[config.mk]
export PLATFORM = sky130hd
export DESIGN_NAME = data_ram_arbiter
export DESIGN_NICKNAME = d
export VERILOG_FILES = /design/src/rtl/data_ram_arbiter.sv
export SDC_FILE = /design/constraint.sdc
export NUM_CORES = 1
export LEC_CHECK = 0
export BUFFER_PORTS_ARGS = -buffer_cell sky130_fd_sc_hd__buf_4
export CAP_MARGIN = 20
export CORE_AREA = 5 5 116 118
export CTS_BUF_LIST = sky130_fd_sc_hd__clkbuf_4 sky130_fd_sc_hd__clkbuf_8
export CTS_CLUSTER_DIAMETER = 30
export DETAILED_ROUTE_END_ITERATION = 8
export DIE_AREA = 0 0 121 123
export PLACE_DENSITY = 0.65
export SLEW_MARGIN = 0
export SYNTH_ARGS = -nofsm -noshare
export SYNTH_HDL_FRONTEND = slang
export SYNTH_SLANG_ARGS = --single-unit
[constraint.sdc]
create_clock -name clk -period 1.4 [get_ports clk]
set_clock_uncertainty 0.05 [all_clocks]
set_input_delay 0.21 -clock clk [delete_from_list [all_inputs] [get_ports clk]]
set_output_delay 0.21 -clock clk [all_outputs]
set_load 0.02 [all_outputs]
[src/rtl/data_ram_arbiter.sv]
// ---------------------------------------------------------------------------
// data_ram_arbiter
//   Shares the single data_ram port between two requesters:
//     M0 - CPU MEM stage load/store
//     M1 - DMA / debug loader
//   Each grant runs IDLE -> ACCESS -> DONE. The RAM is touched only in the
//   ACCESS cycle. Read data is registered and returned with a one-cycle ack
//   in DONE.
//
// Ports
//   clk, rst_n        clock; synchronous active-low reset
//   mX_req            access request, held until mX_ack
//   mX_we             1=write, 0=read
//   mX_addr           byte address
//   mX_sel            byte enables
//   mX_wdata          write data
//   mX_ack            one-cycle completion pulse
//   mX_rdata          read data, valid only while mX_ack=1 (0 otherwise)
//   ram_ce/we/addr/sel/wdata   to data_ram (all 0 outside ACCESS)
//   ram_rdata         from data_ram (combinational read)
//
// Configuration
//   DATA_RAM_ARB_M0_PRIO_EN  defined: M0 always wins a tie (M1 may starve),
//                            ptr held at 0.
//                            undefined: round-robin on ties.
// ---------------------------------------------------------------------------
module data_ram_arbiter #(
    parameter int ADDR_W = 32,
    parameter int DATA_W = 32
) (
    input  logic                clk,
    input  logic                rst_n,

    input  logic                m0_req,
    input  logic                m0_we,
    input  logic [ADDR_W-1:0]   m0_addr,
    input  logic [DATA_W/8-1:0] m0_sel,
    input  logic [DATA_W-1:0]   m0_wdata,
    output logic                m0_ack,
    output logic [DATA_W-1:0]   m0_rdata,

    input  logic                m1_req,
    input  logic                m1_we,
    input  logic [ADDR_W-1:0]   m1_addr,
    input  logic [DATA_W/8-1:0] m1_sel,
    input  logic [DATA_W-1:0]   m1_wdata,
    output logic                m1_ack,
    output logic [DATA_W-1:0]   m1_rdata,

    output logic                ram_ce,
    output logic                ram_we,
    output logic [ADDR_W-1:0]   ram_addr,
    output logic [DATA_W/8-1:0] ram_sel,
    output logic [DATA_W-1:0]   ram_wdata,
    input  logic [DATA_W-1:0]   ram_rdata
);

    localparam logic [1:0] ST_IDLE   = 2'd0;
    localparam logic [1:0] ST_ACCESS = 2'd1;
    localparam logic [1:0] ST_DONE   = 2'd2;

    logic [1:0]        state_q, state_d;
    logic              gnt_q, gnt_d;      // 0=M0, 1=M1
    logic              ptr_q, ptr_d;      // tie-break winner
    logic [DATA_W-1:0] rdata_q, rdata_d;

    // Granted master's payload, selected combinationally
    logic                gm_we;
    logic [ADDR_W-1:0]   gm_addr;
    logic [DATA_W/8-1:0] gm_sel;
    logic [DATA_W-1:0]   gm_wdata;

    // rst_n gating keeps a RAM write and a stale ack from escaping while the
    // synchronous reset is pending on an in-flight access.
    logic in_access, in_done;

    always_comb begin
        gm_we     = gnt_q ? m1_we    : m0_we;
        gm_addr   = gnt_q ? m1_addr  : m0_addr;
        gm_sel    = gnt_q ? m1_sel   : m0_sel;
        gm_wdata  = gnt_q ? m1_wdata : m0_wdata;
        in_access = (state_q == ST_ACCESS) && rst_n;
        in_done   = (state_q == ST_DONE) && rst_n;
    end

    always_comb begin
        state_d = state_q;
        gnt_d   = gnt_q;
        ptr_d   = ptr_q;
        rdata_d = rdata_q;
        case (state_q)
            ST_IDLE: begin
                if (m0_req || m1_req) begin
                    state_d = ST_ACCESS;
                    if (m0_req && m1_req) begin
`ifdef DATA_RAM_ARB_M0_PRIO_EN
                        gnt_d = 1'b0;
`else
                        gnt_d = ptr_q;
`endif
                    end else begin
                        gnt_d = m1_req;
                    end
                end
            end
            ST_ACCESS: begin
                state_d = ST_DONE;
                // Writes return 0 with their ack.
                rdata_d = gm_we ? '0 : ram_rdata;
`ifdef DATA_RAM_ARB_M0_PRIO_EN
                ptr_d   = 1'b0;
`else
                ptr_d   = ~gnt_q;
`endif
            end
            ST_DONE: state_d = ST_IDLE;
            default: state_d = ST_IDLE;
        endcase
    end

    always_ff @(posedge clk) begin
        if (!rst_n) begin
            state_q <= ST_IDLE;
            gnt_q   <= 1'b0;
            ptr_q   <= 1'b0;
            rdata_q <= '0;
        end else begin
            state_q <= state_d;
            gnt_q   <= gnt_d;
            ptr_q   <= ptr_d;
            rdata_q <= rdata_d;
        end
    end

    always_comb begin
        ram_ce    = in_access;
        ram_we    = in_access && gm_we;
        ram_addr  = in_access ? gm_addr  : '0;
        ram_sel   = in_access ? gm_sel   : '0;
        ram_wdata = in_access ? gm_wdata : '0;

        m0_ack    = in_done && !gnt_q;
        m1_ack    = in_done &&  gnt_q;
        m0_rdata  = m0_ack ? rdata_q : '0;
        m1_rdata  = m1_ack ? rdata_q : '0;
    end

endmodule

[Word-level counts from Yosys, hierarchy flattened]
Index checks and enable logic that the tools add are counted.
Storage, ports and cells
  flip-flop bits (word level): 36
  bits of input ports: 174
  output and inout bits: 136
  word-level logic and storage cells: 31
Cells by class
  equal/unequal tests: 3
  muxes and demuxes: 13
  bitwise operators: 1
  reductions and logical operators: 10
Operators by type and width (count)
  $mux W32: 7
  $mux W4: 2
  $logic_and A1 B1 Y1: 6
  $pmux W2 S2: 1
  $eq A2 B1 Y1 const B: 1
  $eq A2 B2 Y1 const B: 1
  $logic_not A2 Y1: 1
  $mux W1: 2
  $mux W2: 1
  $ne A2 B2 Y1 const B: 1
  $reduce_and A2 Y1: 1
  $logic_not A1 Y1: 1
  $logic_or A1 B1 Y1: 1
  $not A1 Y1: 1

[Longest topological paths before layout]
  depth after elaboration: 4
  depth in mapped cells: 5
  gate-level depth less buffers: 2

[Least setup slack after synthesis]
OpenSTA, ideal clock, no wires.
  path type: register to output
  start: reg gnt_q
  end: out m0_rdata[22]
  data arrival time: 1.165 ns
  data required time: 1.140 ns
  setup slack: -0.025 ns
  cell stages (with the launch flop): 5
  buffers on the path: 2
  cell sequence: dfxtp_1 -> buf_4 -> and4bb_2 -> buf_4 -> and2_1
On the way
  longest elaborated chain between the ends: 3
Ends and longest elaborated chain
  start: declaration: line 63  | logic gnt_q, gnt_d;
  start signal: assignment: line 129  | gnt_q <= gnt_d;
  $logic_not A1 Y1: line 142  | m0_ack = in_done && !gnt_q;
  $logic_and A1 B1 Y1: line 142
  named net m0_ack: line 39  | output logic m0_ack,
  $mux W32: line 144  | m0_rdata = m0_ack ? rdata_q : '0;
  end: declaration: line 40  | output logic [DATA_W-1:0] m0_rdata,
The timed path passes the listed nets, and every way through them passes these cells.

[Worst setup path in the final report]
  start: reg gnt_q
  end: out ram_addr[26]
On the way
  longest elaborated chain between the ends: 2
Ends and longest elaborated chain
  $mux W32: line 79  | gm_addr = gnt_q ? m1_addr : m0_addr;
  $mux W32: line 138  | ram_addr = in_access ? gm_addr : '0;
  end: declaration: line 52  | output logic [ADDR_W-1:0] ram_addr,
Every way passes these cells.

==> results.sh <==
export IMPL_crit_family="buffers and inverters"
export IMPL_worstPathRequired_ns=1.14
export IMPL_hold_buffers=0
export IMPL_maxCapViolCount=0
export IMPL_dieArea_sq_um=14900
export IMPL_drtAntennaViolNets=0
export IMPL_cp_num_buf_inv=3
export IMPL_status="finished with violations"
export IMPL_power_density_nw_per_um2=547
export IMPL_utilization_pct=58.1
export IMPL_fmax_mhz=575
export IMPL_tightest_slew_ns=0.382
export IMPL_drc=0
export IMPL_post_synth_and_or_nand_nor_area_fraction_pct=34.7
export IMPL_grt_pass1_vias=4182
export IMPL_port_buffers=309
export IMPL_worstSkewPairLatency_ns=0.28
export IMPL_vias_per_cell=4.81
export IMPL_fin_nets=859
export IMPL_syn_area_sq_um=3110
export IMPL_finalHoldViolations=0
export IMPL_grt_pass1_wl_microns=22300
export IMPL_cp_start_kind="register"
export IMPL_synth_compound_area_share_pct=11.3
export IMPL_tns_ns=-38.86
export IMPL_die_w_microns=121
export IMPL_slew_headroom_pct=74.6
export IMPL_initial_core_util_pct=25.2
export IMPL_synthAdderAreaFrac_pct=0
export IMPL_cp_arrival_ns=1.48
export IMPL_area_growth_pct=131
export IMPL_synthesis_nets=536
export IMPL_synth_seq_cells=36
export IMPL_post_dp_cell_area_sq_um=5670
export IMPL_drv_slew=0
export IMPL_routedWlPerCell_microns=19.2
export IMPL_ys_seq_area_share_pct=23.2
export IMPL_peakVddDrop_mv=0.316
export IMPL_syn_avg_cell_area_sq_um=8.60
export IMPL_synthMuxAreaShare_pct=22.6
export IMPL_top_level_ports=310
export IMPL_grt_max_degree=47
export IMPL_cts_reportedPaths_clkPinSlew_ns=0.07
export IMPL_critical_path_class="register to output port"
export IMPL_max_stage_delay_ns=0.38
export IMPL_synth_top_family_by_area="simple AND/OR/NAND/NOR gates"
export IMPL_hpwl_microns=11500
export IMPL_synth_xor_area_share_pct=0
export IMPL_cts_tree="yes"
export IMPL_clock_sinks=36
export IMPL_firstDrtPassIters=4
export IMPL_place_gp_congestion=0.863
export IMPL_dr_total_vias=4131
export IMPL_yosysUniqueCellTypes=24
export IMPL_layout_setup_ws_ns=-0.339
export IMPL_n_antenna_cell=0
export IMPL_grt_total_usage_pct=18.7
export IMPL_p_leak_uw=0.00331
export IMPL_crit_path_max_fanout=7
export IMPL_drive_gt1_share_pct=69.5
export IMPL_hold_class="input pin to register"
export IMPL_htree_num_levels=2
export IMPL_syn_inst=362
export IMPL_path_common_cell="buf_4"
export IMPL_violations="negative setup slack"
export IMPL_clockBufferDepth=2
export IMPL_post_route_min_period_ns=1.74
export IMPL_coreArea_sq_um=12400
export IMPL_cp_slowest_cell="dfxtp_4"
export IMPL_cts_root_buffer="clkbuf_8"
export IMPL_wirelength_microns=16500
export IMPL_grt_setup_unrepaired="true"
export IMPL_ys_warn_count=0
export IMPL_fin_crit_sh_pct=124
export IMPL_cts_buffers=5
export IMPL_crit_chain="buf_4 > buf_12 > mux2i_1 > nor2_1 > buf_4"
export IMPL_design_area_sq_um=7190
export IMPL_grt_antenna_before_repair=0
export IMPL_setup_viol=168
export IMPL_drtIter0Drc=154
export IMPL_rows=41
export IMPL_crit_path_end_kind="output port"
export IMPL_total_power_uw=3930
export IMPL_fp_dieH_microns=123
export IMPL_grt_overflow_total=0
-- routing by layer --
metal	wire length, microns	share of wire (%)	up-vias	track usage (%)
li1	-	-	1957	-
met1	6260	38	1950	21.8
met2	8600	52	202	34.1
met3	1260	7.7	22	4.89
met4	325	2.0	0	4.67
met5	0	0	-	0
-- registers in the layout (all words and copies together) (netlist names) --
name / flops
rdata_q: 32
state_q: 2
gnt_q: 1
ptr_q: 1
-- path summary, 6_finish.rpt --
path                            startpoint                        to  slack, ns  cells past startpoint
hold reg to reg   rdata_q[19]$_SDFFE_PN0N_  rdata_q[19]$_SDFFE_PN0N_       0.46                      1
hold / removal                      m1_req        gnt_q$_SDFFE_PN0P_       0.18                      3
setup / recovery        gnt_q$_SDFFE_PN0P_              ram_addr[26]      -0.34                      5
setup reg to reg        gnt_q$_SDFFE_PN0P_  rdata_q[15]$_SDFFE_PN0N_      -0.10                      6
-- cells in the mapped netlist, drive strengths merged --
cell | n | area share (%)
buf | 37 | 7.1
nor3b | 1 | 0.24
o21ai | 1 | 0.16
dfxtp | 36 | 23
and4b | 33 | 11
inv | 3 | 0.36
o32ai | 1 | 0.52
nor2 | 69 | 8.3
and4bb | 1 | 0.40
mux2i | 69 | 23
nand3b | 2 | 0.88
a32o | 32 | 10
clkbuf | 6 | 0.72
nand2b | 1 | 0.44
o211a | 1 | 0.32
and2 | 64 | 13
or3b | 1 | 0.28
nor3 | 1 | 0.16
nand2 | 1 | 0.12
nor2b | 2 | 0.40
-- per-stage QoR --
stage               cells  hold WS [ns]  worst slack, ns
floorplan             362         0.334        0.0000669
global placement      818         0.431           -0.106
detailed placement    818         0.449           -0.164
CTS                   849         0.180           -0.324
global route          858         0.186           -0.384
finish                858         0.179           -0.339
-- placed cells by master, fill, tap and decap left out, drive strengths merged --
master	instances
and2	64
dfxtp	36
and4bb	1
inv	3
nor3b	1
a32o	32
o21ai	1
nor2b	2
nand3b	2
and4b	33
clkbuf	13
nor2	69
nor3	1
nand2	1
clkinv	1
mux2i	69
bufinv	1
nand2b	2
or3b	1
o32ai	1
o211a	1
buf	351
-- worst register-to-register path, delay by kind of cell (launching register included) --
family	cells	cell delay [ns]
buffers and inverters	4	0.56
DFF	1	0.37
muxes	1	0.20
AOI/OAI and AO/OA	1	0.20
-- power breakdown --
part	total (uW)	internal, uW	switching [uW]
logic	1910	1080	823
registers	1110	1070	40.0
clock network	915	548	367
-- logic make-up (layout without fill, tap and decap cells) --
kind of cell	count (synthesis)	in the layout
buf+inv	46	369
flops	36	36
mux	69	69
simple gates	176	177
compound gates	35	35
-- repair_timing --
item / CTS / global route
gates resized for setup: 68 / 155
endpoints found under the setup margin: 168 / 168
setup buffers: 13 / 5
cloned: 10 / 10
pin swaps: 3 / 14
hold endpoints to repair: 0 / 0
-- layout make-up --
type | instances | area [sq um]
clock buffer | 6 | 76.3
clock inverter | 2 | 35.0
fill | 1045 | 5180
inverter | 3 | 11.3
multi-input combinational | 281 | 2690
sequential | 36 | 729
tap | 172 | 215
timing repair buffer | 358 | 3430
No activity file was read; power rests on OpenSTA's default activity.
